## src/rtl/alu_issue_pkg.sv

```systemverilog
// alu_issue_pkg: shared types and helpers for the ALU issue controller.
//   W / TAG_W    : operand width (ALU result is W+1 bits) and request tag width
//   op_e         : ALU opcode encoding
//   fifo_entry_t : one queued result {c, tag, ovf}
//   track_t      : one in-flight tracking stage {valid, tag, op}
//   calc_ovf     : signed overflow of a W-bit add/sub result held in W+1 bits
package alu_issue_pkg;

  localparam int W     = 4;
  localparam int TAG_W = 3;

  typedef enum logic [1:0] {
    OP_ADD    = 2'd0,
    OP_SUB    = 2'd1,
    OP_ROR_A  = 2'd2,
    OP_RXOR_B = 2'd3
  } op_e;

  typedef struct packed {
    logic [W:0]       c;
    logic [TAG_W-1:0] tag;
    logic             ovf;
  } fifo_entry_t;

  typedef struct packed {
    logic             valid;
    logic [TAG_W-1:0] tag;
    op_e              op;
  } track_t;

  // The result no longer fits W signed bits when the two top bits disagree.
  // Reductions produce 0/1 and can never overflow.
  function automatic logic calc_ovf(input op_e op, input logic [W:0] c);
    logic ovf_s;
    case (op)
      OP_ADD, OP_SUB: ovf_s = (c[W] != c[W-1]);
      default:        ovf_s = 1'b0;
    endcase
    return ovf_s;
  endfunction

endpackage

```

## src/rtl/alu_rsp_fifo.sv

```systemverilog
// alu_rsp_fifo: synchronous result FIFO, DEPTH entries (power of 2).
//   clk, reset      : clock, synchronous active-high reset (empties the FIFO)
//   wr_en, wr_data  : push an entry (ignored only when full with no pop)
//   rd_en, rd_data  : pop the head entry; rd_data is 0 while empty
//   count           : number of stored entries
// Push and pop in the same cycle are both performed.
module alu_rsp_fifo
  import alu_issue_pkg::*;
#(
  parameter int DEPTH = 4,
  parameter int CW    = $clog2(DEPTH + 1)
) (
  input  logic          clk,
  input  logic          reset,
  input  logic          wr_en,
  input  fifo_entry_t   wr_data,
  input  logic          rd_en,
  output fifo_entry_t   rd_data,
  output logic [CW-1:0] count
);

  localparam int AW = $clog2(DEPTH);

  fifo_entry_t   mem_r [DEPTH];
  logic [AW-1:0] wr_ptr_r;
  logic [AW-1:0] rd_ptr_r;
  logic [CW-1:0] count_r;
  logic          empty_s;
  logic          full_s;
  logic          do_rd_s;
  logic          do_wr_s;

  assign empty_s = (count_r == '0);
  assign full_s  = (count_r == CW'(DEPTH));
  assign do_rd_s = rd_en && !empty_s;
  // A pop in the same cycle frees the slot, so a full FIFO may still accept.
  assign do_wr_s = wr_en && (!full_s || do_rd_s);
  assign rd_data = empty_s ? '0 : mem_r[rd_ptr_r];
  assign count   = count_r;

  // Storage array write port; contents are don't-care while unoccupied.
  always_ff @(posedge clk) begin
    if (do_wr_s) begin
      mem_r[wr_ptr_r] <= wr_data;
    end
  end

  // Pointer and occupancy tracking.
  always_ff @(posedge clk) begin
    if (reset) begin
      wr_ptr_r <= '0;
      rd_ptr_r <= '0;
      count_r  <= '0;
    end else begin
      if (do_wr_s) begin
        wr_ptr_r <= wr_ptr_r + AW'(1);
      end
      if (do_rd_s) begin
        rd_ptr_r <= rd_ptr_r + AW'(1);
      end
      case ({do_wr_s, do_rd_s})
        2'b10:   count_r <= count_r + CW'(1);
        2'b01:   count_r <= count_r - CW'(1);
        default: count_r <= count_r;
      endcase
    end
  end

endmodule

```

## src/rtl/alu_issue_ctrl.sv

```systemverilog
// alu_issue_ctrl: initiator-side controller for the registered ALU.
//   clk, reset                 : clock, synchronous active-high reset
//   req_valid/req_ready        : request handshake with req_opcode/a/b/tag
//   alu_opcode/alu_a/alu_b     : registered operands towards the ALU
//   alu_c                      : ALU result, valid ALU_LAT cycles after operands
//   rsp_valid/rsp_ready        : in-order response handshake with rsp_c/tag/ovf
//   busy                       : an operation is in flight or a result is queued
// Requests are admitted only while FIFO entries + in-flight ops < DEPTH, so
// every in-flight op owns a reserved FIFO slot and no result is ever dropped.
module alu_issue_ctrl
  import alu_issue_pkg::*;
#(
  parameter int DEPTH   = 4,
  parameter int ALU_LAT = 1
) (
  input  logic             clk,
  input  logic             reset,
  input  logic             req_valid,
  output logic             req_ready,
  input  logic [1:0]       req_opcode,
  input  logic [W-1:0]     req_a,
  input  logic [W-1:0]     req_b,
  input  logic [TAG_W-1:0] req_tag,
  output logic [1:0]       alu_opcode,
  output logic [W-1:0]     alu_a,
  output logic [W-1:0]     alu_b,
  input  logic [W:0]       alu_c,
  output logic             rsp_valid,
  input  logic             rsp_ready,
  output logic [W:0]       rsp_c,
  output logic [TAG_W-1:0] rsp_tag,
  output logic             rsp_ovf,
  output logic             busy
);

  localparam int CW = $clog2(DEPTH + 1);

  track_t        pipe_r [ALU_LAT+1];
  logic [CW-1:0] inflight_r;
  logic [CW-1:0] fifo_count_s;
  logic [CW:0]   used_s;
  logic          accept_s;
  logic          wr_s;
  logic          pop_s;
  fifo_entry_t   wr_entry_s;
  fifo_entry_t   rd_entry_s;

  assign used_s    = {1'b0, fifo_count_s} + {1'b0, inflight_r};
  assign req_ready = !reset && (used_s < (CW+1)'(DEPTH));
  assign accept_s  = req_valid && req_ready;
  // The last tracking stage lines up with the cycle its C is on alu_c.
  assign wr_s      = pipe_r[ALU_LAT].valid;
  assign rsp_valid = (fifo_count_s != '0);
  assign pop_s     = rsp_valid && rsp_ready;
  assign busy      = (inflight_r != '0) || rsp_valid;

  assign wr_entry_s.c   = alu_c;
  assign wr_entry_s.tag = pipe_r[ALU_LAT].tag;
  assign wr_entry_s.ovf = calc_ovf(pipe_r[ALU_LAT].op, alu_c);

  assign rsp_c   = rd_entry_s.c;
  assign rsp_tag = rd_entry_s.tag;
  assign rsp_ovf = rd_entry_s.ovf;

  // Operand issue, in-flight tracking pipeline and in-flight count.
  always_ff @(posedge clk) begin
    if (reset) begin
      alu_opcode <= 2'd0;
      alu_a      <= '0;
      alu_b      <= '0;
      inflight_r <= '0;
      for (int i = 0; i <= ALU_LAT; i++) begin
        pipe_r[i] <= '0;
      end
    end else begin
      // Operands are only presented for the cycle after an accept.
      if (accept_s) begin
        alu_opcode <= req_opcode;
        alu_a      <= req_a;
        alu_b      <= req_b;
      end else begin
        alu_opcode <= 2'd0;
        alu_a      <= '0;
        alu_b      <= '0;
      end
      pipe_r[0].valid <= accept_s;
      pipe_r[0].tag   <= req_tag;
      pipe_r[0].op    <= op_e'(req_opcode);
      for (int i = 1; i <= ALU_LAT; i++) begin
        pipe_r[i] <= pipe_r[i-1];
      end
      // A FIFO write hands the op's reserved slot from in-flight to queued.
      case ({accept_s, wr_s})
        2'b10:   inflight_r <= inflight_r + CW'(1);
        2'b01:   inflight_r <= inflight_r - CW'(1);
        default: inflight_r <= inflight_r;
      endcase
    end
  end

  alu_rsp_fifo #(
    .DEPTH (DEPTH),
    .CW    (CW)
  ) u_fifo (
    .clk     (clk),
    .reset   (reset),
    .wr_en   (wr_s),
    .wr_data (wr_entry_s),
    .rd_en   (pop_s),
    .rd_data (rd_entry_s),
    .count   (fifo_count_s)
  );

endmodule

```

## config.mk

```make
export PLATFORM = sky130hd
export DESIGN_NAME = alu_issue_ctrl
export DESIGN_NICKNAME = d
export VERILOG_FILES = /design/src/rtl/alu_issue_pkg.sv /design/src/rtl/alu_rsp_fifo.sv /design/src/rtl/alu_issue_ctrl.sv
export SDC_FILE = /design/constraint.sdc
export NUM_CORES = 1
export LEC_CHECK = 0
export CORE_MARGIN = 3
export CORE_UTILIZATION = 49
export CTS_CLUSTER_DIAMETER = 80
export DETAILED_ROUTE_END_ITERATION = 7
export PLACE_DENSITY = 0.74
export SETUP_SLACK_MARGIN = 0.3
export SYNTH_ARGS = -nofsm -noshare
export SYNTH_HDL_FRONTEND = slang
export SYNTH_HIERARCHICAL = 1
export SYNTH_SLANG_ARGS = --single-unit
```

## constraint.sdc

```tcl
create_clock -name clk -period 3.8 [get_ports clk]
set_input_delay 1.14 -clock clk [delete_from_list [all_inputs] [get_ports clk]]
set_output_delay 1.14 -clock clk [all_outputs]
set_load 0.005 [all_outputs]
```

* After elaboration in Yosys (flattened, before gate mapping) *
Memory sizes are Yosys's and may differ from the RTL's. A register that Yosys moved wholly into a read port is not among the register bits.
Index checks and enable logic that the tools add are counted.

storage, ports and cells
  bits in registers = 20
  latch bits = 0
  bits in writable memories = 48
  bits in read-only memories = 0
  input port bits = 22
  output and inout bits = 22
  word-level logic and storage cells = 62
  memories kept = 2

memories
  name          depth  width  rd ports  clocked after Yosys merged registers in  wr ports  RTL line              text
  u_fifo.mem_r  4      9      1         1                                        1         alu_rsp_fifo.sv:24    fifo_entry_t mem_r [DEPTH];
  pipe_r        2      6      2         0                                        2         alu_issue_ctrl.sv:38  track_t pipe_r [ALU_LAT+1];

operators by class
  add/sub/neg operators = 7
  $mul = 0
  divide/modulo/power cells = 0
  magnitude comparators = 1
  equality and inequality tests = 7
  shifts and indexed selects = 0
  mux-type cells = 15
  bitwise logic cells = 5
  reductions and logical operators = 18

operators with widths
  operator                                             number
  one-hot mux 3 bit (2 select lines)                   2
  two-way mux 9 bit                                    1
  two-way mux 1 bit                                    7
  adder 3 x 1 -> 3 bit (second input constant)         2
  == test 2 x 1 -> 1 bit (second input constant)       3
  two-way mux 2 bit                                    3
  two-way mux 6 bit                                    1
  nonzero test 3 bit                                   2
  subtractor 3 x 1 -> 3 bit (second input constant)    2
  logical AND 1 bit                                    5
  adder 2 x 1 -> 2 bit (second input constant)         2
  adder 3 x 3 -> 4 bit                                 1
  == test 2 bit (second input constant)                2
  < comparator 4 x 3 -> 1 bit (second input constant)  1
  OR 1 bit                                             4
  nonzero test 2 bit                                   2
  OR reduction 2 bit                                   2
  == test 3 bit (second input constant)                1
  zero test 1 bit                                      3
  zero test 3 bit                                      1
  two-way mux 3 bit                                    1
  zero test 2 bit                                      1
  logical OR 1 bit                                     2
  inequality test 1 bit                                1
  NOT 1 bit                                            1

* Longest topological paths before layout *
Gate-level depths: netlist (run 1).

  word-level depth = 7
  mapped depth = 11
  gate-level depth less buffers = 10

* Cells and area by module *
Netlist (run 1), hierarchy kept.

by module, submodules not included
  module          times used  cells each  area an instance (um^2)  sequential area each (um^2)
  alu_rsp_fifo    1           123         1,926.8                  1,261.2
  alu_issue_ctrl  1           70          798.3                    460.4

* Worst setup path before layout (run 1) *
Ideal clock, no wire load.

  path kind = input to output
  from = input reset
  to = output req_ready
  data arrival time = 1.959 ns
  data required time = 2.660 ns
  slack = 0.701 ns
  stages = 3
  buffers on the path = 1
  cells stage by stage = or4_4 -> a31oi_4 -> buf_6

on the way
  longest elaborated chain between the ends = 2

ends and longest elaborated chain
  what               RTL line              text
  start, declared    alu_issue_ctrl.sv:17  input logic reset,
  zero test 1 bit    alu_issue_ctrl.sv:49  assign req_ready = !reset && (used_s < (CW+1)'(DEPTH));
  logical AND 1 bit  alu_issue_ctrl.sv:49
  end, declared      alu_issue_ctrl.sv:19  output logic req_ready,

Every way passes these cells.

* Final worst setup path (run 1) *
Ends and elaborated chain as after synthesis.

==> results of run 1 <==
registers in the layout (all words and copies together), names as in the netlist, named ones only:
register         count
pipe_r              10
alu_opcode           2
alu_a                4
alu_b                4
u_fifo/count         3
u_fifo/wr_ptr_r      2
u_fifo/mem_r        36
u_fifo/rd_ptr_r      2
inflight_r           3
worst min path at each step:
stage / from / to / slack (ps) / cells after the start
after floorplan: pipe_r[0][4] / pipe_r[0][10] / 410 / 1
after global placement: pipe_r[0][4] / pipe_r[0][10] / 420 / 1
after detailed placement: pipe_r[0][2] / pipe_r[0][8] / 430 / 1
after CTS: pipe_r[0][2] / pipe_r[0][8] / 440 / 1
after global routing: pipe_r[0][2] / pipe_r[0][8] / 460 / 1
final: pipe_r[0][4] / pipe_r[0][10] / 440 / 1
cell usage in the layout (no fill, tap or decap), types with 3 or more instances in the layout:
cell type / n
clkdlybuf4s50_1: 42
edfxtp_1: 36
dfxtp_1: 31
and3_1: 12
and2b_1: 11
inv_1: 9
nor2_1: 9
clkbuf_8: 9
mux4_2: 9
nor2b_1: 7
ha_1: 7
a21oi_1: 6
buf_4: 6
xor2_1: 5
o21ai_0: 4
nand3_1: 4
or3_1: 3
cells by family (layout without fill, tap and decap cells):
logic type / count (synthesis) / in the layout / share of synthesized area (%)
muxes: 9 / 9 / 7.44
adders and majority gates: 9 / 9 / 4.68
DFF: 68 / 68 / 63.2
and+or+nand+nor: 61 / 61 / 14.0
buffers and inverters: 20 / 74 / 3.49
AOI/OAI and AO/OA: 19 / 19 / 4.96
xor gates and xnor gates: 7 / 7 / 2.25
synth_stat cells, drive strengths merged (2+ instances only):
master  instances
fa              2
nor2b           7
a31oi           2
mux4            9
or3             3
or4             2
and2b          11
o211ai          2
ha              7
inv             9
xnor2           2
and2            2
xor2            5
nand2b          2
and3           14
edfxtp         36
a21oi           6
nor2            9
o21ai           4
buf             7
dfxtp          32
clkbuf          4
nand2           2
nand3           4
layer usage:
| layer | share of wire (%) | GRT usage, % |
|---|---|---|
| met3 | 3.6 | 4.37 |
| met2 | 51 | 27.6 |
| met1 | 43 | 19.3 |
| met5 | 0 | 0 |
| met4 | 1.9 | 7.60 |
repair_timing:
action / 4_1_cts / 5_1_grt
pin swaps: 1 / 0
resized for setup: 4 / 1
endpoints found under the setup margin: 1 / 3
power breakdown:
group | switching [mW] | leakage [nW] | internal [mW]
combinational | 0.0355 | 0.593 | 0.0553
clock | 0.282 | 0.108 | 0.346
sequential | 0.0102 | 0.590 | 0.790
total | 0.328 | 1.29 | 1.19
cell type report:
cell class                 instances  share of cell area [%]
clock buffer                      10                    4.33
timing repair buffer              49                    13.7
clock inverter                     6                    2.00
sequential                        68                    50.1
tap                               70                    2.55
multi-input combinational        105                    26.4
inverter                           9                   0.982
stage by stage:
step / cell area (um2) / worst slack [ps] / power [mW] / TNS [ps]
2_1_floorplan: 2730 / 701 / 0.858 / 0
3_3_place_gp: 3230 / -125 / 0.907 / -125
3_5_place_dp: 3230 / -140 / 0.909 / -140
4_1_cts: 3440 / 354 / 1.53 / 0
5_1_grt: 3440 / 327 / 1.58 / 0
6_report: 3440 / 365 / 1.52 / 0
==> results.md, run 1 <==
- Dividing the detail-routed via count by the number of cells gives 5.08.
- The Yosys step of the flow raised 6 warnings.
- The worst flop-to-flop path endpoint is inflight_r[2].
- The number of buffer and inverter instances along the worst setup path is 2.
- The number of max-slew violations in the final report is 0.
- Cells with a size suffix above 1 make up 16.2% of the layout.
- The largest driver fanout on the critical path is 2.
- For the final database, setup skew stands at 8.56 ps.
- The total instance count after detailed placement is 301.
- The clock drives 68 sinks.
- After detailed routing, the total wire length is 4.64 mm.
- The number of fill cells is 397.
- In this run the cell area of the synthesized design comes to 0.00273 mm2.
- The measured slew at the worst slew-check pin is approximately 530 ps.
- For this configuration, the core starts out at a cell density of 52.0%.
- The number of cells in the finished layout apart from fillers is ~320.
- The cell depth of the worst flop-to-flop path is 11.
- The multi-input gate area in the final layout is 908 um2.
- The initial antenna violation count came to 0.
- Synthesis produced 193 cells.
- Averaged over all synthesized cells, the footprint is 14.1 um2.
- Across all register-to-register paths, the minimum setup slack is between 1000 and 1500 ps.
- The flow ran to the end, and the final reports show no timing, DRC or antenna violations.
- The die covers 0.00649 mm2.
- The die height is a little over 80 um.
- Summed over all instances, the cell type with the most area after synthesis is edfxtp_1.
- The final HPWL from detailed placement is about 3.1 mm.
- The share of synthesized area in the top cell type comes to 39.7%.
- Buffers added to address setup during post-CTS repair amount to 0.
- Detailed routing inserted a total of 1,609 vias.
- The standby leakage power is 1.29 nW.
- The detailed-routing iteration count for the pre-antenna-repair pass is 4.
- The number of unique standard cell types used by synthesis is 39.
- The number of cells on the critical path is 4.
- The family with the most delay on the worst path is buffers and inverters.
- The post-route antenna net violation count is 0.
- The number of buffers between clock root and the deepest sink is 2.
- Measured along the x axis, the die boundary spans approximately 80 um.
- Synthesis inferred 68 register bits.
- The total clock buffers created by CTS is 9.
- The number of H-tree branching levels is 3.
- Power spread over the standard cell area amounts to 442 mW/mm2.
- The antenna cell count is 0.
- The largest individual stage delay along the critical path comes from the cell or4_4.
- Walking the worst path, the cells encountered are clkdlybuf4s50_1 > or4_4 > a31oi_4 > buf_2.
- At the worst endpoint, the arrival time is ~2300 ps.
- The critical path starts at reset.
- The worst path required time is 2660 ps.
- For this run, the post-layout net count is approximately 270.
- The remaining max-slew budget at the tightest pin is between 60% and 70%.
- The post-synthesis net count is 224.
- The capture point of the critical path is req_ready.
- The critical path capture point type is a primary output.
- The remaining global-route overflow is 0.
- In this design, the stage delay of the slowest critical-path cell is about 430 ps.
- The fraction of the yosys area taken by sequential cells is 63.2%.
- The tightest hold path in the finished design has a slack of 441 ps.
- The worst setup path is of the in2out kind.
- The insertion delay of the later-clocked pin in the worst-skew pair is 340 ps.
- The DRC violation total after the first TritonRoute iteration is 132.
- The clock period minus worst slack is about 3400 ps.
- TritonCTS built the clock tree.
- Yosys attributes the largest share of cell area to edfxtp_1 40%, dfxtp_1 24%, mux4_2 7.4%.
- The I/O pin count is 44.
- The number of global-route vias before repair was 1,598.
- The hold violation count in the final report was 0.
- The startpoint of the worst-slack reg-to-reg timing path is inflight_r[2].
- The congestion estimate from routability-driven global placement came to around 0.74.
- Input and output buffers added on the ports amount to 43.
- The CTS clock-pin slew for the worst setup and hold paths is 80 ps.
- The first global-routing pass estimated 7.71 mm of wire.
- Setup repair after global routing left no endpoint under its margin.
- The flip-flop and latch area is 0.00172 mm2.
- The most used flip-flop cell after synthesis is edfxtp_1.
- The worst setup path is launched from an input port.
- IR analysis of the VDD net gives a maximum drop of 0.000288 V.
- The number of hold buffers added after CTS was 0.
- The maximum number of pins on one net before global-route repair is 21.
- Across the run, the number of max-cap violations was 0.
- The signed area change from the synthesized netlist to the final layout is 26.3%.
- Global routing consumed, over all layers together, between 15 and 20% of the routing resources.
- The path class of the tightest hold or removal check is reg2reg.
- The synthesized design contains 36 enable-type register cells.
- The timing-limited maximum frequency is approximately 0.29 GHz.
- For this run, design rule violations remaining after detail routing come to 0.
- The core footprint is about 0.0052 mm2.
- The worst path uses 90.4% of the clock period.
- Cells fill about 66% of the core in the end.
- The tree is rooted in a clkbuf_8.
- For this run, asynchronously set or reset flops after synthesis account for 0%.
- After detailed routing, the average wire length per cell comes to 14.6 um.
- Setup violations remaining at the end of the flow were counted as 0.
- The initialized floorplan defines 26 standard-cell rows.
(Power assumes the default switching activity.)
==> inputs of run 2 (changes only) <==
Settings changed: CAP_MARGIN set to 25, CTS_CLUSTER_DIAMETER 80 to unset.
==> results of run 2 <==
The final DEF is identical to that of run 1; final timing and power are the same.
==> inputs of run 3 (changes only) <==
Settings changed: CTS_BUF_LIST set to sky130_fd_sc_hd__clkbuf_16.
==> run 3 against run 2 <==
Final cell count is the same. Global-route usage grew 0.49 points. Wire length grew 1.9%. Final area grew 2.9%. Critical endpoint unchanged. Fmax is essentially flat. Total power grew 15%. Clock skew shrank 2.3 ps. Worst setup slack is essentially flat. Non-clock buffer count is the same. Core utilization grew 1.9 points. Clock power grew 37%. Largest cell class unchanged. Sequential power is essentially flat.
==> results.md, run 3 (same netlist as run 1, synthesis figures left out) <==
- The count of final setup violators is 0 (unchanged).
- The critical path capture point type is a primary output.
- The number of H-tree branching levels is 3 (unchanged).
- The setup skew after layout came to 6.25 ps (-2.32 ps).
- The switching part of the total is 20.3% (-1.3 points).
- The I/O pin count was 44 (unchanged).
- The number of global-route vias before repair is 1,612 (+0.88%).
- The tightest min-delay check is of the reg2reg type.
- The startpoint of the worst-slack reg-to-reg timing path is inflight_r[2].
- The measured slew at the worst slew-check pin is 582 ps (+53.6 ps).
- The initial antenna violation count is 0 (unchanged).
- The standby leakage power was 1.34 nW (+3.5%).
- The hold violation count in the final report is 0 (unchanged).
- The slowest cell on the critical path is or4_4.
- The run finished with clean final reports.
- The buffers inserted during post-CTS setup optimization was 0 (unchanged).
- The register-to-register path setup slack came to 1170 ps (about the same).
- The internal portion of total power came to 1.40 mW (+17%).
- The arrival time reported for the critical path endpoint is 2290 ps (about the same).
- The final HPWL from detailed placement is 3.10 mm (unchanged).
- The overall via count from detail_route is 1,634 (+1.6%).
- The via-per-instance ratio was 5.15 (+1.6%).
- The overall fraction of global-route tracks in use is 16.8% (+0.49 points).
- The CTS tree is done.
- The number of flip-flops in the largest register came to 36 (unchanged).
- The signal on the critical path passes through clkdlybuf4s50_1 > or4_4 > a31oi_4 > buf_2.
- The clock power share was 49.0% (+7.6 points).
- The power share of the sequential group came to 45.7% (-7.0 points).
- The remaining global-route overflow is 0 (unchanged).
- By startpoint and endpoint, the worst setup path is classified as in2out.
- The number of fill cells is 383 (-3.5%).
- The root buffer cell chosen for the clock tree is clkbuf_16.
- The area growth from synthesis to layout is 29.9%.
- The cell area after placement came to 0.00323 mm2 (unchanged).
- The post-route antenna net violation count is 0 (unchanged).
- The detailed-routing iteration count for the pre-antenna-repair pass is 4 (unchanged).
- The worst path required time is 2660 ps (about the same).
- The maximum number of pins on one net before global-route repair is 21 (unchanged).
- The combinational group share of total power is 5.2% (-0.8 points).
- The final net count is 273 (unchanged).
- The start point of the worst hold path is pipe_r[0][2].
- The total power consumption of the routed design is 1.75 mW (+15%).
- The longest individual stage delay on the worst path is 430 ps (about the same).
- The post-route cell area is 0.00354 mm2 (+2.9%).
- The number of sinks driven by the clock tree was 68 (unchanged).
- The worst flop-to-flop path endpoint is inflight_r[2].
- The reported max-cap violation count is 0 (unchanged).
- The width of the chip is 80.6 um (unchanged).
- Leaving out fill and tap cells, the most frequent cell in the layout is clkdlybuf4s50_1.
- The insertion delay of the later-clocked pin in the worst-skew pair came to 320 ps (-20 ps).
- The count of cells along the worst hold path is 1 (unchanged).
- The total die area was 0.00649 mm2 (unchanged).
- The launching element of the worst setup path is reset.
- The number of buffer and inverter instances along the worst setup path is 2 (unchanged).
- Leaving out fill and tap cells, the most frequent cells in the layout are 42 x clkdlybuf4s50_1, 36 x edfxtp_1, 32 x dfxtp_1.
- The peak ir drop on the vdd network is 0.000319 V (+11%).
- The kind of start point of the critical path is an input port.
- The number of buffers between clock root and the deepest sink came to 2 (unchanged).
- The CTS clock-pin slew for the worst setup and hold paths is 60 ps (-20 ps).
- The number of buffers inserted by port buffering is 43 (unchanged).
- The final cycle utilization of the critical path is 90.4% (about the same).
- The share of final-layout standard cells stronger than drive strength 1 came to 15.8% (-0.40 points).
- The register containing the most flip-flops in the final layout is u_fifo/mem_r.
- The destination of the worst hold path is pipe_r[0][8].
- The clock period minus worst slack was 3430 ps (+0.157 ps).
- The timing-limited maximum frequency was 0.291 GHz (about the same).
- The largest driver fanout on the critical path was 2 (unchanged).
- The family with the most delay on the worst path is buffers and inverters.
- The routed wire length came to 4.72 mm (+1.9%).
- The die height is 80.6 um (unchanged).
- The number of max-slew violations in the final report was 0 (unchanged).
- The cell depth of the worst flop-to-flop path is 11 (unchanged).
- The largest registers in the layout are u_fifo/mem_r: 36 flops, pipe_r: 10 flops.
- The power density relative to cell area was 495 mW/mm2 (+12%).
- The core footprint is 0.00524 mm2 (unchanged).
- The final RePlAce weighted congestion was 0.741 (unchanged).
- The effective utilization at floorplan was 52.0% (unchanged).
- The remaining max-slew budget at the tightest pin is 61.1% (-3.6 points).
- The utilization after layout is 67.6% (+1.9 points).
- The average detailed-routed wire length per instance is 14.9 um (+1.9%).
- The net load switching power is 0.355 mW (+8.1%).
- Setup repair after global routing left no endpoint under its margin.
- The antenna cell count is 0 (unchanged).
- The number of standard-cell rows in the floorplan is 26 (unchanged).
- The total clock buffers created by CTS came to 9 (unchanged).
- The wire length of the first global-routing pass is 7.85 mm (+1.8%).
- The number of design rule violations left after detail routing came to 0 (unchanged).
- The DRC violation total after the first TritonRoute iteration came to 111 (-16%).
## run 3: worst max path at each step
stage	end	slack [ps]	cells past startpoint
after CTS	req_ready	350	4
after global placement	req_ready	-120	4
after global routing	rsp_tag[0]	310	3
final	req_ready	370	4
after floorplan	req_ready	700	3
after detailed placement	req_ready	-140	4
## run 3: power by group through the flow
| stage | clock (mW) | sequential, mW | combinational [mW] |
|---|---|---|---|
| 6_report | 0.859 | 0.801 | 0.0912 |
| 5_1_grt | 0.910 | 0.803 | 0.101 |
| 4_1_cts | 0.877 | 0.801 | 0.0926 |
| 3_5_place_dp | 0 | 0.817 | 0.0922 |
| 3_3_place_gp | 0 | 0.816 | 0.0904 |
| 2_1_floorplan | 0 | 0.814 | 0.0432 |
## run 3: cell type report
class / count / area [um2] / share of cell area (%)
sequential: 68 / 1720 / 48.6
multi-input combinational: 105 / 908 / 25.7
timing repair buffer: 49 / 470 / 13.3
clock buffer: 10 / 250 / 7.07
tap: 70 / 87.6 / 2.47
clock inverter: 6 / 68.8 / 1.94
inverter: 9 / 33.8 / 0.954
## run 3: worst reg2reg max path, delay by kind of cell (launching register included)
kind | cells | cell delay [ps]
AOI/OAI and AO/OA | 2 | 310
xor gates and xnor gates | 1 | 70
adders and majority gates | 3 | 710
buffers and inverters | 2 | 260
DFF | 1 | 330
and+or+nand+nor | 3 | 900
## run 3: layer usage
layer  share of wire (%)  vias to the layer above  track usage (%)
met2                  52                       32             28.3
met1                  42                      796             19.6
met5                   0                        -                0
met3                 4.0                        7             5.72
met4                 1.4                        0             7.09
li1                    -                      799                -
## run 3: per-stage QoR
step | std cells | hold WS (ps) | setup slack (ps) | setup TNS, ps
5_1_grt | 317 | 463 | 309 | 0
3_5_place_dp | 301 | 426 | -140 | -140
4_1_cts | 317 | 436 | 354 | 0
3_3_place_gp | 301 | 421 | -125 | -125
2_1_floorplan | 193 | 414 | 701 | 0
6_report | 317 | 437 | 365 | 0
## run 3: timing repair
item | CTS | global route
hold buffers | 0 | 0
resized for setup | 4 | 0
endpoints found under the setup margin | 1 | 0
